[src/rtl/counter_sequencer_pkg.sv]
// Shared opcode and state encodings for the counter sequencer.
package counter_sequencer_pkg;

  typedef enum logic [2:0] {
    OP_NOP      = 3'd0,
    OP_HOLD     = 3'd1,
    OP_PRESET   = 3'd2,
    OP_SET_LO   = 3'd3,
    OP_SET_HI   = 3'd4,
    OP_RUN_UP   = 3'd5,
    OP_RUN_DOWN = 3'd6,
    OP_PINGPONG = 3'd7
  } op_e;

  typedef enum logic [2:0] {
    ST_HOLD    = 3'd0,
    ST_PRESET  = 3'd1,
    ST_UP      = 3'd2,
    ST_DOWN    = 3'd3,
    ST_PP_UP   = 3'd4,
    ST_PP_DOWN = 3'd5
  } state_e;

  function automatic logic is_busy(state_e s);
    return (s == ST_UP) || (s == ST_DOWN) || (s == ST_PP_UP) || (s == ST_PP_DOWN);
  endfunction

endpackage

[src/rtl/counter_sequencer_if.sv]
// Host command handshake plus the control/feedback bundle to the downstream counter.
interface counter_sequencer_if #(
  parameter int WIDTH = 4
) ();
  logic             cmd_valid;
  logic             cmd_ready;
  logic [2:0]       cmd_op;
  logic [WIDTH-1:0] cmd_data;
  logic [WIDTH-1:0] cnt_in;
  logic             load;
  logic             upDown;
  logic [WIDTH-1:0] loadValue;
  logic             busy;
  logic             limit_hit;
  logic             cmd_err;

  modport master (
    output cmd_valid, cmd_op, cmd_data, cnt_in,
    input  cmd_ready, load, upDown, loadValue, busy, limit_hit, cmd_err
  );

  modport slave (
    input  cmd_valid, cmd_op, cmd_data, cnt_in,
    output cmd_ready, load, upDown, loadValue, busy, limit_hit, cmd_err
  );
endinterface

[src/rtl/counter_sequencer_limits.sv]
// Programmable lo/hi limit registers with write validation and count-vs-limit flags.
module counter_sequencer_limits #(
  parameter int WIDTH      = 4,
  parameter int DEFAULT_LO = 0,
  parameter int DEFAULT_HI = 15
) (
  input  logic             clk,
  input  logic             reset,
  input  logic             set_lo_i,
  input  logic             set_hi_i,
  input  logic [WIDTH-1:0] data_i,
  input  logic [WIDTH-1:0] cnt_i,
  output logic [WIDTH-1:0] lo_o,
  output logic [WIDTH-1:0] hi_o,
  output logic             reject_o,
  output logic             equal_o,
  output logic             below_hi_o,
  output logic             above_lo_o
);
  logic [WIDTH-1:0] lo_q, lo_d;
  logic [WIDTH-1:0] hi_q, hi_d;

  // A write that would leave lo above hi is refused and the limit keeps its value.
  always_comb begin
    lo_d     = lo_q;
    hi_d     = hi_q;
    reject_o = 1'b0;
    if (set_lo_i) begin
      if (data_i > hi_q) reject_o = 1'b1;
      else               lo_d     = data_i;
    end else if (set_hi_i) begin
      if (data_i < lo_q) reject_o = 1'b1;
      else               hi_d     = data_i;
    end
  end

  always_ff @(posedge clk or posedge reset) begin
    if (reset) begin
      lo_q <= WIDTH'(DEFAULT_LO);
      hi_q <= WIDTH'(DEFAULT_HI);
    end else begin
      lo_q <= lo_d;
      hi_q <= hi_d;
    end
  end

  assign lo_o       = lo_q;
  assign hi_o       = hi_q;
  assign equal_o    = (lo_q == hi_q);
  assign below_hi_o = (cnt_i < hi_q);
  assign above_lo_o = (cnt_i > lo_q);
endmodule

[src/rtl/counter_sequencer.sv]
// Command-driven controller for a registered up/down counter: hold, preset,
// bounded runs and ping-pong sweeps between programmable limits.
module counter_sequencer
  import counter_sequencer_pkg::*;
#(
  parameter int WIDTH      = 4,
  parameter int DEFAULT_LO = 0,
  parameter int DEFAULT_HI = 15
) (
  input  logic               clk,
  input  logic               reset,
  counter_sequencer_if.slave bus
);
  state_e           state_q, state_d;
  logic [WIDTH-1:0] pre_q, pre_d;
  logic             limit_hit_q, limit_hit_d;
  logic             cmd_err_q, cmd_err_d;

  logic             accept;
  op_e              op;
  logic             set_lo, set_hi;
  logic [WIDTH-1:0] lo, hi;
  logic             reject, equal, below_hi, above_lo;
  logic             load_c, up_down_c;
  logic [WIDTH-1:0] load_value_c;

  assign op     = op_e'(bus.cmd_op);
  assign accept = bus.cmd_valid & bus.cmd_ready;
  assign set_lo = accept && (op == OP_SET_LO);
  assign set_hi = accept && (op == OP_SET_HI);

  counter_sequencer_limits #(
    .WIDTH      (WIDTH),
    .DEFAULT_LO (DEFAULT_LO),
    .DEFAULT_HI (DEFAULT_HI)
  ) u_limits (
    .clk        (clk),
    .reset      (reset),
    .set_lo_i   (set_lo),
    .set_hi_i   (set_hi),
    .data_i     (bus.cmd_data),
    .cnt_i      (bus.cnt_in),
    .lo_o       (lo),
    .hi_o       (hi),
    .reject_o   (reject),
    .equal_o    (equal),
    .below_hi_o (below_hi),
    .above_lo_o (above_lo)
  );

  always_comb begin
    state_d      = state_q;
    pre_d        = pre_q;
    limit_hit_d  = 1'b0;
    load_c       = 1'b1;
    load_value_c = bus.cnt_in;
    up_down_c    = 1'b0;

    // Mode behaviour; limit decisions use the current count so it never overshoots.
    unique case (state_q)
      ST_HOLD: ;
      ST_PRESET: begin
        load_value_c = pre_q;
        state_d      = ST_HOLD;
      end
      ST_UP: begin
        if (below_hi) begin
          load_c    = 1'b0;
          up_down_c = 1'b1;
        end else begin
          load_value_c = hi;
          limit_hit_d  = 1'b1;
          state_d      = ST_HOLD;
        end
      end
      ST_DOWN: begin
        if (above_lo) begin
          load_c = 1'b0;
        end else begin
          load_value_c = lo;
          limit_hit_d  = 1'b1;
          state_d      = ST_HOLD;
        end
      end
      ST_PP_UP: begin
        load_c    = 1'b0;
        up_down_c = below_hi;
        if (!below_hi) begin
          limit_hit_d = 1'b1;
          state_d     = ST_PP_DOWN;
        end
      end
      ST_PP_DOWN: begin
        load_c    = 1'b0;
        up_down_c = !above_lo;
        if (!above_lo) begin
          limit_hit_d = 1'b1;
          state_d     = ST_PP_UP;
        end
      end
      default: state_d = ST_HOLD;
    endcase

    // An accepted mode command overrides the mode's own transition next cycle.
    if (accept) begin
      unique case (op)
        OP_HOLD:     state_d = ST_HOLD;
        OP_PRESET: begin
          pre_d   = bus.cmd_data;
          state_d = ST_PRESET;
        end
        OP_RUN_UP:   state_d = ST_UP;
        OP_RUN_DOWN: state_d = ST_DOWN;
        OP_PINGPONG: state_d = equal ? ST_HOLD : ST_PP_UP;
        default: ;
      endcase
    end

    cmd_err_d = reject | (accept && (op == OP_PINGPONG) && equal);
  end

  always_ff @(posedge clk or posedge reset) begin
    if (reset) begin
      state_q     <= ST_HOLD;
      pre_q       <= '0;
      limit_hit_q <= 1'b0;
      cmd_err_q   <= 1'b0;
    end else begin
      state_q     <= state_d;
      pre_q       <= pre_d;
      limit_hit_q <= limit_hit_d;
      cmd_err_q   <= cmd_err_d;
    end
  end

  assign bus.cmd_ready = (state_q != ST_PRESET);
  assign bus.load      = load_c;
  assign bus.upDown    = up_down_c;
  assign bus.loadValue = load_value_c;
  assign bus.busy      = is_busy(state_q);
  assign bus.limit_hit = limit_hit_q;
  assign bus.cmd_err   = cmd_err_q;
endmodule
[src/flat_wrapper.sv]
// flat-port wrapper written by rule: the top's interface ports become plain ports
module counter_sequencer_flat import counter_sequencer_pkg::*;
#(
  parameter int WIDTH      = 4,
  parameter int DEFAULT_LO = 0,
  parameter int DEFAULT_HI = 15
)
  (clk, reset, bus_cmd_valid, bus_cmd_op, bus_cmd_data, bus_cnt_in, bus_cmd_ready, bus_load, bus_upDown, bus_loadValue, bus_busy, bus_limit_hit, bus_cmd_err);
  counter_sequencer_if #(.WIDTH(WIDTH)) bus_i ();
  input  logic clk;
  input  logic reset;
  input wire logic [$bits(bus_i.cmd_valid)-1:0] bus_cmd_valid;
  input wire logic [$bits(bus_i.cmd_op)-1:0] bus_cmd_op;
  input wire logic [$bits(bus_i.cmd_data)-1:0] bus_cmd_data;
  input wire logic [$bits(bus_i.cnt_in)-1:0] bus_cnt_in;
  output wire logic [$bits(bus_i.cmd_ready)-1:0] bus_cmd_ready;
  output wire logic [$bits(bus_i.load)-1:0] bus_load;
  output wire logic [$bits(bus_i.upDown)-1:0] bus_upDown;
  output wire logic [$bits(bus_i.loadValue)-1:0] bus_loadValue;
  output wire logic [$bits(bus_i.busy)-1:0] bus_busy;
  output wire logic [$bits(bus_i.limit_hit)-1:0] bus_limit_hit;
  output wire logic [$bits(bus_i.cmd_err)-1:0] bus_cmd_err;
  assign bus_i.cmd_valid = bus_cmd_valid;
  assign bus_i.cmd_op = bus_cmd_op;
  assign bus_i.cmd_data = bus_cmd_data;
  assign bus_i.cnt_in = bus_cnt_in;
  assign bus_cmd_ready = bus_i.cmd_ready;
  assign bus_load = bus_i.load;
  assign bus_upDown = bus_i.upDown;
  assign bus_loadValue = bus_i.loadValue;
  assign bus_busy = bus_i.busy;
  assign bus_limit_hit = bus_i.limit_hit;
  assign bus_cmd_err = bus_i.cmd_err;
  counter_sequencer #(.WIDTH(WIDTH), .DEFAULT_LO(DEFAULT_LO), .DEFAULT_HI(DEFAULT_HI)) u_core (.clk(clk), .reset(reset), .bus(bus_i));
endmodule
[config.mk]
export PLATFORM = sky130hd
export DESIGN_NAME = counter_sequencer_flat
export DESIGN_NICKNAME = d
export VERILOG_FILES = /design/src/rtl/counter_sequencer_pkg.sv /design/src/rtl/counter_sequencer_if.sv /design/src/rtl/counter_sequencer_limits.sv /design/src/rtl/counter_sequencer.sv /design/src/flat_wrapper.sv
export SDC_FILE = /design/constraint.sdc
export NUM_CORES = 1
export LEC_CHECK = 0
export ABC_AREA = 1
export CAP_MARGIN = 20
export CELL_PAD_IN_SITES_DETAIL_PLACEMENT = 2
export CELL_PAD_IN_SITES_GLOBAL_PLACEMENT = 2
export CORE_UTILIZATION = 31
export DETAILED_ROUTE_END_ITERATION = 10
export PLACE_DENSITY = 0.85
export SLEW_MARGIN = 20
export SYNTH_ARGS = -nofsm -noshare
export SYNTH_HDL_FRONTEND = slang
export SYNTH_SLANG_ARGS = --single-unit
[constraint.sdc]
create_clock -name clk -period 5.1 [get_ports clk]
set_input_delay 0.51 -clock clk [delete_from_list [all_inputs] [get_ports clk]]
set_output_delay 0.51 -clock clk [all_outputs]
set_load 0.005 [all_outputs]
Word level (Yosys, flattened, before mapping)
Index checks and enable logic that the tools add are counted.
Storage, ports and cells
  flip-flop bits (word level): 17
  input bits: 14
  output and inout port bits: 10
Operators by class
  magnitude comparators: 4
  eq/ne operators: 14
  mux-type cells: 21
  bitwise operators: 5
  reduce and logical (&&, ||, !) cells: 15
Operators with widths (number)
  $pmux W3 S5: 2
  $eq A3 B3 Y1 const B: 6
  $mux W3: 6
  $eq A3 B2 Y1 const B: 4
  $pmux W4 S3: 1
  $gt A4 B4 Y1: 2
  $lt A4 B4 Y1: 2
  $mux W4: 2
  $mux W1: 7
  $eq A3 B1 Y1 const B: 2
  $pmux W1 S3: 2
  $reduce_or A2 Y1: 3
  $eq A4 B4 Y1: 1
  $logic_and A1 B1 Y1: 4
  $reduce_and A2 Y1: 2
  $logic_not A3 Y1: 1
  $logic_or A1 B1 Y1: 3
  $ne A3 B1 Y1 const B: 1
  $not A1 Y1: 3
  $reduce_and A3 Y1: 1
  $pmux W1 S2: 1
  $and A1 B1 Y1: 1
  $logic_not A1 Y1: 1
  $or A1 B1 Y1: 1

Depth between registers and ports, before layout
  depth after elaboration: 6
  mapped depth: 12
  mapped depth without buffers: 12

Cells and area by module
Synthesis repeated with hierarchy kept, for this count alone.
Unflattened totals
  cells, all modules: 224
  area, all modules: 1475.2 um^2
Modules (own cells, without submodules)
  counter_sequencer_limits: times used 1, cells each 102, area each 760.7 um^2, sequential area each 205.2 um^2
  counter_sequencer: times used 1, cells each 122, area each 714.4 um^2, sequential area each 225.2 um^2

Least setup slack after synthesis
Ideal clock, no wire load.
  kind: reg2out
  start point: register u_core.u_limits.hi_q[3] (netlist: u_core.u_limits.hi_o[3])
  end point: output port bus_loadValue[0]
  arrival time: 1520 ps
  required time: 4590 ps
  path slack: 3070 ps
  cell stages (with the launch flop): 9
  path buffers: 0
  cells stage by stage: dfstp_2 inv_1 ha_1 a21oi_1 nand2_1 nand2_1 nor2_1 nor2_1 nand2_1
On the way
  longest elaborated chain between the ends: 3
RTL lines
  start: declaration: RTL line counter_sequencer_limits.sv:21  | logic [WIDTH-1:0] hi_q, hi_d;
  start signal: assignment: RTL line counter_sequencer_limits.sv:40  | hi_q <= WIDTH'(DEFAULT_HI);
  start signal: assignment: RTL line counter_sequencer_limits.sv:43  | hi_q <= hi_d;
  $lt A4 B4 Y1: RTL line counter_sequencer_limits.sv:50  | assign below_hi_o = (cnt_i < hi_q);
  $mux W4: RTL line counter_sequencer.sv:67  | if (below_hi) begin
  $pmux W4 S3: RTL line counter_sequencer.sv:60  | unique case (state_q)
  end: declaration: RTL line flat_wrapper.sv:19  | output wire logic [$bits(bus_i.loadValue)-1:0] bus_loadValue;
No other way between the ends.

Worst setup path in the final report
  start point: input port bus_cnt_in[3]
  end point: output port bus_loadValue[0]
On the way
  longest elaborated chain between the ends: 3
  elaborated cells on any way between the ends: 5
RTL lines
  start: declaration: RTL line flat_wrapper.sv:15  | input wire logic [$bits(bus_i.cnt_in)-1:0] bus_cnt_in;
  $gt A4 B4 Y1 / $lt A4 B4 Y1 (equally long branches): RTL line counter_sequencer_limits.sv:51, counter_sequencer_limits.sv:50
  $mux W4 (on tied branches): RTL line counter_sequencer.sv:77, counter_sequencer.sv:67
  $pmux W4 S3 (*): RTL line counter_sequencer.sv:60
Mark *: on every way between the ends. The rest lies on a longest branch, timed or not.

==> metrics.md <==
| Metric | Value |
|---|---|
| Clock-pin slew on the worst setup and hold paths | `0.06 ns` |
| Core area | `4120 um^2` |
| Startpoint Class | `input pin` |
| Net Count, Synth | `226` |
| Leading area contributor after synthesis | `dfrtp_1` |
| Worst EP required | `4.59 ns` |
| GRT met1 Usage | `24.9%` |
| Max-cap violation count | `0` |
| Worst vdd ir | `0.208 mV` |
| Starting Density | `33.4%` |
| GRT Residual Overflow | `0` |
| Post-synthesis register bit count | `17` |
| Number of cells upsized or downsized after cts | `0` |
| Hold WC Path Type | `flip-flop to flip-flop` |
| Vias per cell | `5.01` |
| Syn Inst Count | `198` |
| Finished Cell Area | `1710 um^2` |
| First-pass DRT Iterations | `4` |
| DRT Wirelength | `4.60 mm` |
| H-Tree Depth | `1` |
| Synth top area share | `23.7%` |
| Slew HR | `56.0%` |
| # IOs | `24` |
| Synth Cell Area | `1380 um^2` |
| Clock Sinks | `17` |
| M2 GR Usage | `43.1%` |
| Setup violations, final | `0` |
| CP Class | `input pin to primary output` |
| Clk_skew | `0.000886 ns` |
| Synth-to-layout area growth | `24.6%` |
| CTS hold repair buffers | `0` |
| Setup repair after global routing missed its margin | `no` |
| Largest net degree at the start of global routing | `18` |
| Ant diodes | `0` |
| Nets@finish | `254` |
| Final hold violations | `0` |
| Total negative slack | `0 ns` |
| Top cells by area, synth | `dfrtp_1, nand2_1, ha_1, dfstp_2, inv_1` |
| Hold depth | `2` |
| # fillers | `500` |
| Ys Warns | `0` |
| Post-DRT Antenna Nets | `0` |
| Slew Viols, Final | `0` |
| Maximum fanout along the worst path | `5` |
| CTS buffer count | `3` |
| Minimum clock period | `3.13 ns` |
| Crit path DAT | `2.62 ns` |
| Layout cells sized above 1 | `10.2%` |
| Library cells used by synthesis | `24` |
| Vias | `1379` |
| Status | `finished clean` |
| Synthesized area per cell | `6.94 um^2` |
| Register area share after synthesis | `31.3%` |
| Busiest grt layer | `met2` |
| Clk Latency, worst-skew pair | `0.25 ns` |
| Total leakage power | `0.858 nW` |
| DIE HEIGHT | `68.6 um` |
| DP HPWL | `3.87 mm` |
| Worst-margin pin slew | `0.659 ns` |
| First-pass GRT wire length | `7.33 mm` |
| Period utilization | `61.4%` |
| Post-CTS Setup Inserts | `0` |
| Total GRT Usage | `21.7%` |
| Root Driver | `clkbuf_8` |
| Gpl congestion | `0.779` |
| Pwr per Cell Area | `448 nW/um^2` |
| Row cnt | `23` |
| Die area | `4710 um^2` |
| Critical Path End Type | `primary output` |
| Starting DRT DRC Count | `27` |
| Vias in the first global route | `1579` |
| Chip Width | `68.6 um` |
| DR DRC count | `0` |
| Max clock buf depth | `2` |
| GR Layer Usage met3 | `1.64%` |
| Port Buffers | `23` |
| Max Fclk | `319 MHz` |
| Worst-case reg-to-reg path depth | `8` |
| WL/cell | `16.7 um` |
| Cell Area, Placed | `1670 um^2` |
| Initial antenna violation count | `0` |
| TritonCTS clock tree | `built` |
[cell families (layout without fill, tap and decap cells)]
family          Yosys count  count (layout)  synth area share, %
xor+xnor                  2               2                 1.27
compound gates           28              28                 10.5
buf+inv                  28              55                 7.64
flops                    17              17                 31.3
simple gates            109             109                 36.6
fa+ha+maj                14              14                 12.7
[per-stage QoR]
stage / std cells / power, mW / hold WS [ns] / utilization [%] / setup slack, ns
2_1_floorplan: 198 / 0.493 / 0.433 / - / 3.07
3_3_place_gp: 271 / 0.632 / 0.476 / 40.5 / 2.04
3_5_place_dp: 271 / 0.672 / 0.493 / 40.5 / 1.95
4_1_cts: 275 / 0.777 / 0.513 / 41.6 / 1.94
5_1_grt: 275 / 0.834 / 0.535 / 41.6 / 1.83
6_report: 275 / 0.768 / 0.508 / 41.6 / 1.97
[where the power goes]
group	switching, mW	internal, mW	total [mW]
clock	0.0458	0.0554	0.101
combinational	0.248	0.168	0.416
sequential	0.0569	0.194	0.250
total	0.351	0.417	0.768
[state kept, by name, indices dropped and copies added (netlist names)]
register              cells
u_core.bus.limit_hit      1
u_core.u_limits.lo_o      4
u_core.state_q            3
u_core.pre_q              4
u_core.bus.cmd_err        1
u_core.u_limits.hi_o      4
[synthesized netlist by cell type (all sizes together)]
cell and count:
a21oi 7, a31oi 1, dfrtp 13, dfstp 4
ha 14, inv 28, nand2 67, nand3 15
nand3b 1, nand4 3, nor2 18, nor3 4
o211ai 1, o21ai 19, or2 1, xor2 2
[layer usage]
| metal | vias up | wire, um |
|---|---|---|
| met4 | 0 | 27 |
| met3 | 4 | 91 |
| met2 | 19 | 2440 |
| met1 | 664 | 2040 |
| met5 | - | 0 |
| li1 | 692 | - |
[cell usage in the layout (no fill, tap or decap), types with 2 or more instances in the layout]
| master | Yosys | layout |
|---|---|---|
| nand2_1 | 63 | 63 |
| inv_1 | 24 | 24 |
| clkdlybuf4s50_1 | 0 | 23 |
| nor2_1 | 15 | 15 |
| ha_1 | 14 | 14 |
| dfrtp_1 | 13 | 13 |
| o21ai_1 | 12 | 12 |
| nand3_1 | 12 | 12 |
| a21oi_1 | 7 | 7 |
| o21ai_0 | 7 | 7 |
| inv_2 | 4 | 4 |
| dfstp_2 | 4 | 4 |
| nand3_2 | 3 | 3 |
| nand2_2 | 3 | 3 |
| nand4_1 | 3 | 3 |
| nor3_1 | 3 | 3 |
| clkbuf_8 | 0 | 3 |
| nor2_2 | 2 | 2 |
| xor2_1 | 2 | 2 |
[cell type report]
type | count | area [um^2] | area share [%]
clock buffers | 4 | 45.0 | 2.63
inverters | 28 | 105 | 6.14
multi-input cells | 153 | 840 | 49.0
flip-flops and latches | 17 | 430 | 25.1
well taps | 50 | 62.6 | 3.65
repair buffers | 23 | 230 | 13.4
[worst paths after layout]
kind                                    startpoint                end  slack, ns
max                                  bus_cnt_in[3]   bus_loadValue[0]       1.97
min                                u_core.pre_q[1]    u_core.pre_q[1]       0.51
max reg2reg                u_core.u_limits.hi_o[3]  u_core.state_q[0]       3.23
min reg2reg                        u_core.pre_q[1]    u_core.pre_q[1]       0.51
max in group asynchronous                    reset  u_core.state_q[1]       4.03
min in group asynchronous                    reset    u_core.pre_q[3]       0.65
[critical path: stages]
cell             delay [ns]
clkdlybuf4s50_1        0.48
ha_1                   0.34
a21oi_1                0.29
nand2_1                0.20
nand2_1                0.15
nor2_1                 0.05
nor2_1                 0.09
nand2_1                0.05
clkdlybuf4s50_1        0.44
Power figures use the tool's default switching activity.
